`src/rtl/inbuf_frame_ctrl_pkg.sv`:
```
// Shared constants and state encoding for the input-buffer frame sequencer
// and the address block it drives.
package inbuf_frame_ctrl_pkg;

   localparam logic [2:0] IDLE    = 3'd0;
   localparam logic [2:0] WAIT    = 3'd1;
   localparam logic [2:0] COPY    = 3'd2;
   localparam logic [2:0] START   = 3'd3;
   localparam logic [2:0] PROCESS = 3'd4;

   localparam int unsigned OUT_LEN  = 570;
   localparam int unsigned COPY_LEN = 21;
   localparam int unsigned COPY_TMO = 32;

   typedef enum logic [2:0] {
      StIdle    = IDLE,
      StWait    = WAIT,
      StCopy    = COPY,
      StStart   = START,
      StProcess = PROCESS
   } state_e;

endpackage

```
`src/rtl/inbuf_frame_ctrl_sample_skid.sv`:
```
// One-entry hold for a sample strobe that lands during the history copy;
// the held strobe is replayed on the first cycle after the copy ends.
module inbuf_frame_ctrl_sample_skid (
   input  logic clk_i,
   input  logic rst_ni,
   input  logic in_copy_i,
   input  logic ready_in_i,
   output logic ready_o,
   output logic overrun_set_o
);
   import inbuf_frame_ctrl_pkg::*;

   logic hold_q, hold_d;

   always_comb begin
      hold_d = 1'b0;
      if (in_copy_i) begin
         hold_d = hold_q | ready_in_i;
      end
   end

   // hold_q is only ever high outside the copy on the replay cycle
   assign ready_o       = ~in_copy_i & (ready_in_i | hold_q);
   assign overrun_set_o = ready_in_i & hold_q;

   always_ff @(posedge clk_i or negedge rst_ni) begin
      if (!rst_ni) begin
         hold_q <= 1'b0;
      end else begin
         hold_q <= hold_d;
      end
   end

endmodule

```
`src/rtl/inbuf_frame_ctrl.sv`:
```
// Frame sequencer: history copy, FIR start pulse and output counting per frame,
// with sample-strobe gating, per-frame tone latch and sticky error flags.
module inbuf_frame_ctrl #(
   parameter int unsigned OUT_LEN  = inbuf_frame_ctrl_pkg::OUT_LEN,
   parameter int unsigned COPY_TMO = inbuf_frame_ctrl_pkg::COPY_TMO,
   parameter int unsigned CNT_BITS = 16
) (
   input  logic                sys_clk,
   input  logic                reset,
   input  logic                enable,
   input  logic                mode_req,
   input  logic                ready_in,
   input  logic                ProcessStart,
   input  logic                InCopyEnd,
   input  logic                OutBufwea,
   input  logic                clr_err,
   output logic                ready,
   output logic                InCopy,
   output logic                FirStart,
   output logic                RisingTone,
   output logic                busy,
   output logic                frame_done,
   output logic [CNT_BITS-1:0] frame_cnt,
   output logic                overrun,
   output logic                err_copy
);
   import inbuf_frame_ctrl_pkg::*;

   localparam int unsigned OutW = $clog2(OUT_LEN + 1);
   localparam int unsigned TmoW = $clog2(COPY_TMO + 1);

   state_e              state_q, state_d;
   logic                pend_q, pend_d;
   logic [OutW-1:0]     out_cnt_q, out_cnt_d;
   logic [TmoW-1:0]     tmo_q, tmo_d;
   logic                tone_q, tone_d;
   logic [CNT_BITS-1:0] frame_cnt_q, frame_cnt_d;
   logic                fir_start_q, frame_done_q, done_d;
   logic                overrun_q, err_copy_q;
   logic                in_copy, busy_w, frame_last, ps_extra, tmo_set, skid_ovr;

   assign in_copy    = (state_q == StCopy);
   assign busy_w     = (state_q == StCopy) || (state_q == StStart) || (state_q == StProcess);
   assign frame_last = (state_q == StProcess) && OutBufwea &&
                       (out_cnt_q == OutW'(OUT_LEN - 1));

   always_comb begin
      state_d     = state_q;
      pend_d      = pend_q;
      out_cnt_d   = out_cnt_q;
      tmo_d       = tmo_q;
      tone_d      = tone_q;
      frame_cnt_d = frame_cnt_q;
      done_d      = 1'b0;
      ps_extra    = 1'b0;
      tmo_set     = 1'b0;

      // Only one frame start can be queued; a further one is dropped and flagged
      if (busy_w && ProcessStart) begin
         if (pend_q) ps_extra = 1'b1;
         else        pend_d   = 1'b1;
      end

      unique case (state_q)
         StIdle: begin
            pend_d = 1'b0;
            if (enable) state_d = StWait;
         end
         StWait: begin
            if (!enable) begin
               state_d = StIdle;
            end else if (ProcessStart || pend_q) begin
               state_d = StCopy;
               tone_d  = mode_req;
               pend_d  = pend_q & ProcessStart;
               tmo_d   = '0;
            end
         end
         StCopy: begin
            if (InCopyEnd) begin
               state_d = StStart;
            end else if (tmo_q == TmoW'(COPY_TMO - 1)) begin
               state_d = StStart;
               tmo_set = 1'b1;
            end else begin
               tmo_d = tmo_q + TmoW'(1);
            end
         end
         StStart: begin
            out_cnt_d = '0;
            state_d   = StProcess;
         end
         StProcess: begin
            if (OutBufwea) out_cnt_d = out_cnt_q + OutW'(1);
            if (frame_last) begin
               done_d      = 1'b1;
               frame_cnt_d = frame_cnt_q + CNT_BITS'(1);
               pend_d      = 1'b0;
               if (enable && (pend_q || ProcessStart)) begin
                  state_d = StCopy;
                  tone_d  = mode_req;
                  tmo_d   = '0;
               end else if (enable) begin
                  state_d = StWait;
               end else begin
                  state_d = StIdle;
               end
            end
         end
         default: state_d = StIdle;
      endcase
   end

   always_ff @(posedge sys_clk or negedge reset) begin
      if (!reset) begin
         state_q      <= StIdle;
         pend_q       <= 1'b0;
         out_cnt_q    <= '0;
         tmo_q        <= '0;
         tone_q       <= 1'b0;
         frame_cnt_q  <= '0;
         fir_start_q  <= 1'b0;
         frame_done_q <= 1'b0;
         overrun_q    <= 1'b0;
         err_copy_q   <= 1'b0;
      end else begin
         state_q      <= state_d;
         pend_q       <= pend_d;
         out_cnt_q    <= out_cnt_d;
         tmo_q        <= tmo_d;
         tone_q       <= tone_d;
         frame_cnt_q  <= frame_cnt_d;
         fir_start_q  <= (state_q == StStart);
         frame_done_q <= done_d;
         // A set in the same cycle as clr_err wins
         overrun_q    <= ps_extra | skid_ovr | (overrun_q & ~clr_err);
         err_copy_q   <= tmo_set | (err_copy_q & ~clr_err);
      end
   end

   inbuf_frame_ctrl_sample_skid u_skid (
      .clk_i         (sys_clk),
      .rst_ni        (reset),
      .in_copy_i     (in_copy),
      .ready_in_i    (ready_in),
      .ready_o       (ready),
      .overrun_set_o (skid_ovr)
   );

   assign InCopy     = in_copy;
   assign busy       = busy_w;
   assign FirStart   = fir_start_q;
   assign RisingTone = tone_q;
   assign frame_done = frame_done_q;
   assign frame_cnt  = frame_cnt_q;
   assign overrun    = overrun_q;
   assign err_copy   = err_copy_q;

endmodule

```
`config.mk`:
```
export PLATFORM = sky130hd
export DESIGN_NAME = inbuf_frame_ctrl
export DESIGN_NICKNAME = d
export VERILOG_FILES = /design/src/rtl/inbuf_frame_ctrl_pkg.sv /design/src/rtl/inbuf_frame_ctrl_sample_skid.sv /design/src/rtl/inbuf_frame_ctrl.sv
export SDC_FILE = /design/constraint.sdc
export NUM_CORES = 1
export LEC_CHECK = 0
export CAP_MARGIN = 20
export CORE_MARGIN = 8
export CORE_UTILIZATION = 53
export CTS_CLUSTER_DIAMETER = 60
export DETAILED_ROUTE_END_ITERATION = 6
export PLACE_DENSITY_LB_ADDON = 0.1
export SETUP_SLACK_MARGIN = 0.5
export SKIP_CTS_REPAIR_TIMING = 1
export SLEW_MARGIN = 25
export SYNTH_ARGS = -nofsm -noshare
export SYNTH_HDL_FRONTEND = slang
export SYNTH_SLANG_ARGS = --single-unit
```
`constraint.sdc`:
```
create_clock -name sys_clk -period 2.3 [get_ports sys_clk]
set_input_delay 0.46 -clock sys_clk [delete_from_list [all_inputs] [get_ports sys_clk]]
set_output_delay 0.46 -clock sys_clk [all_outputs]
set_load 0.05 [all_outputs]
```
## Word-level counts from Yosys, hierarchy flattened

Cells that the tools add are included.
Widths: inputs -> output; s select.

- Add/subtract/negate cells: 3
- Eq/ne operators: 16
- Mux-type cells: 36
- Bitwise logic cells: 11
- Reduce and logical (&&, ||, !) cells: 16

Operators with widths:

| cell | count |
|---|---|
| $mux 6 | 6 |
| $pmux 10 s2 | 1 |
| $mux 3 | 6 |
| $pmux 6 s3 | 1 |
| $mux 1 | 17 |
| $add 16x1->16 const B | 1 |
| $pmux 3 s5 | 1 |
| $ne 2x2->1 const B | 7 |
| $add 10x1->10 const B | 1 |
| $eq 10x10->1 const B | 1 |
| $mux 10 | 1 |
| $reduce_and 7->1 | 1 |
| $add 6x1->6 const B | 1 |
| $eq 3x2->1 const B | 2 |
| $eq 6x5->1 const B | 1 |
| $ne 3x3->1 const B | 2 |
| $and 1x1->1 | 5 |
| $reduce_and 5->1 | 1 |
| $logic_and 1x1->1 | 4 |
| $or 1x1->1 | 4 |
| $reduce_and 2->1 | 2 |
| $reduce_and 4->1 | 1 |
| $reduce_bool 2->1 | 2 |
| $eq 3x1->1 const B | 1 |
| 9 further kinds | 12 |

- Register bits after elaboration: 42
- Output and inout port bits: 24

## Longest topological paths before layout

- Depth in word-level cells: 8
- Depth in mapped cells: 7
- Depth with buffers taken out: 6

## By module

A second synthesis with hierarchy kept.

- Cells, all modules: 202
- Area, all modules: 2159.6 um^2

Modules (own cells, without submodules):

| module | times used | cells each | area each (um^2) | sequential area each (um^2) |
|---|---|---|---|---|
| inbuf_frame_ctrl | 1 | 198 | 2110.8 | 1026.0 |
| inbuf_frame_ctrl_sample_skid | 1 | 4 | 48.8 | 25.0 |

## Least setup slack after synthesis

No wires, ideal clock.

- Path type: register -> output
- Start: reg state_q[2]
- End: out ready
- Data arrival time: 1.777 ns
- Data required time: 1.840 ns
- Path slack: 0.063 ns
- Stages on the path, launching flop included: 6
- Buffers on the path: 1
- Cell sequence: dfrtp_1 > clkbuf_1 > nor2_1 > nand2_1 > inv_1 > nor2_1

- Cells in the longest elaborated chain, start to end: 3

Ends and longest elaborated chain:

| element | line | text |
|---|---|---|
| start: declaration | inbuf_frame_ctrl.sv:32 | `state_e state_q, state_d;` |
| start signal: assignment | inbuf_frame_ctrl.sv:116 | `state_q <= StIdle;` |
| start signal: assignment | inbuf_frame_ctrl.sv:127 | `state_q <= state_d;` |
| $eq 3x2->1 | inbuf_frame_ctrl.sv:42 | `assign in_copy = (state_q == StCopy);` |
| named net InCopy | inbuf_frame_ctrl.sv:18 | `output logic InCopy,` |
| $not 1->1 | inbuf_frame_ctrl_sample_skid.sv:23 | `assign ready_o = ~in_copy_i & (ready_in_i \| hold_q);` |
| $and 1x1->1 | inbuf_frame_ctrl_sample_skid.sv:23 |  |
| end: declaration | inbuf_frame_ctrl.sv:17 | `output logic ready,` |

The timed path passes the listed nets, and every way through them passes these cells.

## Worst setup path after layout

- Start: reg out_cnt_q[6]
- End: reg tone_q, in the netlist RisingTone

- Cells in the longest elaborated chain, start to end: 4

Ends and longest elaborated chain:

| element | line | text |
|---|---|---|
| start: declaration | inbuf_frame_ctrl.sv:34 | `logic [OutW-1:0] out_cnt_q, out_cnt_d;` |
| start signal: assignment | inbuf_frame_ctrl.sv:129 | `out_cnt_q <= out_cnt_d;` |
| $eq 10x10->1 | inbuf_frame_ctrl.sv:45 | `(out_cnt_q == OutW'(OUT_LEN - 1));` |
| $logic_and 1x1->1 | inbuf_frame_ctrl.sv:44 | `assign frame_last = (state_q == StProcess) && OutBufwea &&` |
| $ne 2x2->1 (no source line) | n/a |  |
| $reduce_and 5->1 (no source line) | n/a |  |
| end signal: assignment | inbuf_frame_ctrl.sv:131 | `tone_q <= tone_d;` |
| end: declaration | inbuf_frame_ctrl.sv:36 | `logic tone_q, tone_d;` |

Every way passes these cells.
A chain may end at the register's enable or synchronous reset.

==> reports/qor.yml <==
setup_path:
  r2r_setup_slack_ns: 0.26
  crit_type: "reg2reg"
  slowest_stage: "or4_4"
  crit_chain: "or3_4 > or4_4 > a31oi_2 > mux2_2"
  cp.arrival_ns: 2.22
  crit_required_ns: 2.48
  cp-end-kind: "register"
  startpoint_type: "register"
  crit_fanout: 5
  cp_slowest_stage_delay_ns: 0.52
synth:
  synth_xor_area_frac: 0.0983
  synth_fa_ha_area_frac: 0.0234
  netlist-cell-type-count: 47
  ys_seq_elements: 42
  synth_compound_area_frac: 0.115
  synth.area.mux_share: 0.0105
  syn-num-nets: 221
  synth_simple_gate_area_frac: 0.231
  yosysSeqAreaShare: 0.492
  synth.avg_cell_area_um2: 10.3
  synth-warning-count: 0
  netlist_area_um2: 2140
  syn_inst: 208
  synth_top_family_by_area: "simple AND/OR/NAND/NOR gates"
power_and_ir_drop:
  combPwrFrac: 0.336
  internal-power_mw: 1.46
  clkPwrFrac: 0.255
  irDropWorstVdd_mv: 0.518
  p_sw_uw: 825
  pwr-share-seq: 0.409
  p_sw_frac: 0.361
  powerDensity_nw_per_um2: 767
  p_leak_nw: 1.75
  power_mw: 2.29
timing:
  skew_ns: 0.0124
  period_minus_slack_ns: 2.04
  setup_viol: 0
  worstMarginPinSlew_ns: 0.721
  setup-tns-final_ns: 0
  fin_crit_sh: 0.887
  finalHoldViolations: 0
  rsz0062_at_grt: "yes"
  slew_violations: 0
  whs_ns: 0.163
  fmax_mhz: 490
  relSlewSlack: 0.519
clock_tree:
  cts_made_buffers: 5
  clock_path_buffers: 2
  clk_latency_ns: 0.30
  clk_pin_slew_worst_paths_ns: 0.09
  clock-root-buffer: "clkbuf_8"
  htreeDepth: 2
  cts_sinks: 42
  cts_tree: "done"
grt:
  grt_overflow: 0
  grt_max_degree: 28
  antenna_found_initial: 0
  first_global_vias: 1804
  grt_usage: 0.165
  grt_pass1_wl_mm: 8.33
route:
  wire_per_inst_um: 17.7
  drtAntennaViolNets: 0
  vias_per_cell: 5.82
  wl_mm: 5.49
  vias: 1810
  dr.pass1.iters: 5
  drt-initial-drc-count: 95
  drc: 0
final_layout:
  insertedDiodeCount: 0
  seqCellArea_um2: 1060
  drive_above_1_share: 0.264
  finalNetCount: 273
  fill_cells: 263
  area_growth_pct: 39.4
  utilization: 0.756
  multiInputGateArea_um2: 1180
placed_design:
  portBuffers: 32
  dp_hpwl_mm: 3.53
  gp_congestion: 0.847
floorplan:
  die_h_um: 79.5
  die_w_um: 79.5
  core_um2: 3940
  die_area_um2: 6320
  pin_count: 33
  start_util: 0.542
  rows: 23
status:
  status: "complete, no violations"
run:
  cap_violations: 0
worst_hold_path:
  hp-class: "in2async"
## Yosys cell counts (all sizes together)
library cell	count	area [um^2]
a2111oi	1	8.76
a211o	1	8.76
a211oi	3	22.5
a21boi	1	7.51
a21oi	6	30.0
a221o	1	10.0
a22oi	1	7.51
a2bb2oi	1	8.76
a31oi	6	37.5
and2	2	12.5
and3	6	37.5
and3b	1	8.76
and4	2	17.5
buf	2	16.3
clkbuf	5	18.8
dfrtp	42	1050
ha	4	50.1
inv	8	30.0
mux2	2	22.5
nand2	16	60.1
nand2b	2	12.5
nand3	7	35.0
nand3b	2	15.0
nand4	6	37.5
nand4b	1	8.76
nand4bb	1	11.3
nor2	20	75.1
nor2b	1	6.26
nor3	4	20.0
nor4	6	65.1
nor4b	2	23.8
nor4bb	1	10.0
o2111ai	3	26.3
o211ai	3	22.5
o21a	1	7.51
o21ai	8	40.0
o2bb2ai	1	8.76
or3	2	17.5
or4	2	18.8
xnor2	8	70.1
xor2	16	140
## power by group through the flow
stage	combinational, mW	clock [mW]	sequential [mW]
2_1_floorplan	0.424	0	0.958
3_3_place_gp	0.596	0	0.963
3_5_place_dp	0.619	0	0.971
4_1_cts	0.627	0.589	0.956
5_1_grt	0.831	0.620	0.947
6_report	0.769	0.583	0.935
## registers in the layout, summed over array words and instances, names as in the netlist
| signal | cells |
|---|---|
| FirStart | 1 |
| pend_q | 1 |
| tmo_q | 6 |
| out_cnt_q | 10 |
| overrun | 1 |
| frame_done | 1 |
| err_copy | 1 |
| u_skid.hold_q | 1 |
| frame_cnt | 16 |
| state_q | 3 |
| RisingTone | 1 |
## cells by family (layout without fill, tap and decap cells)
| family | count (synthesis) | count (layout) |
|---|---|---|
| simple gates | 84 | 84 |
| flops | 42 | 42 |
| compound gates | 37 | 37 |
| xor+xnor | 24 | 24 |
| buf+inv | 15 | 68 |
| fa+ha+maj | 4 | 4 |
| mux | 2 | 2 |
## stage by stage
stage | instances | worst slack, ns | area (um^2)
after floorplan | 208 | 0.359 | 2200
after global placement | 291 | 0.0787 | 2610
after detailed placement | 291 | 0.0176 | 2610
after CTS | 299 | 0.166 | 2720
after global routing | 311 | 0.206 | 2980
final | 311 | 0.260 | 2980
## routing by layer
metal,up-vias,global-route usage,share of wire,wire [um]
li1,851,-,-,-
met1,908,0.182,0.38,2110
met2,45,0.289,0.56,3050
met3,6,0.0473,0.046,250
met4,0,0.0667,0.015,82
met5,-,0,0,0
## path summary, 6_finish.rpt
check / startpoint / endpoint / cells after the start
max in group asynchronous: reset / state_q[2] / 2
worst min-delay path: reset / frame_cnt[15] / 1
worst max register to register: out_cnt_q[6] / RisingTone / 4
min in group sys_clk: frame_cnt[15] / frame_cnt[15] / 1
worst min register to register: frame_cnt[15] / frame_cnt[15] / 1
worst max-delay path: out_cnt_q[6] / RisingTone / 4
## layout make-up
type                            count  share of cell area
Timing Repair Buffer               52               0.180
Multi-Input combinational cell    151               0.397
Tap cell                           50              0.0210
Inverter                            8              0.0101
Clock inverter                      3              0.0134
Clock buffer                        5              0.0231
Sequential cell                    42               0.356
## placed cells by master, fill, tap and decap left out, drive strengths merged, types with 2 or more instances in the layout
| master | Yosys | routed |
|---|---|---|
| a211oi | 3 | 3 |
| a21oi | 6 | 6 |
| a31oi | 6 | 6 |
| and2 | 2 | 2 |
| and3 | 6 | 6 |
| and4 | 2 | 2 |
| buf | 2 | 22 |
| clkbuf | 5 | 7 |
| clkdlybuf4s50 | 0 | 6 |
| clkinv | 0 | 2 |
| dfrtp | 42 | 42 |
| dlymetal6s2s | 0 | 22 |
| ha | 4 | 4 |
| inv | 8 | 8 |
| mux2 | 2 | 2 |
| nand2 | 16 | 16 |
| nand2b | 2 | 2 |
| nand3 | 7 | 7 |
| nand3b | 2 | 2 |
| nand4 | 6 | 6 |
| nor2 | 20 | 20 |
| nor3 | 4 | 4 |
| nor4 | 6 | 6 |
| nor4b | 2 | 2 |
| o2111ai | 3 | 3 |
| o211ai | 3 | 3 |
| o21ai | 8 | 8 |
| or3 | 2 | 2 |
| or4 | 2 | 2 |
| xnor2 | 8 | 8 |
| xor2 | 16 | 16 |
## critical path, delay by kind of cell (launching register included)
kind	cells	cell delay (ns)
and+or+nand+nor	2	0.96
DFF	1	0.41
AOI/OAI and AO/OA	1	0.21
muxes	1	0.36
No activity file was read; power rests on OpenSTA's default activity.
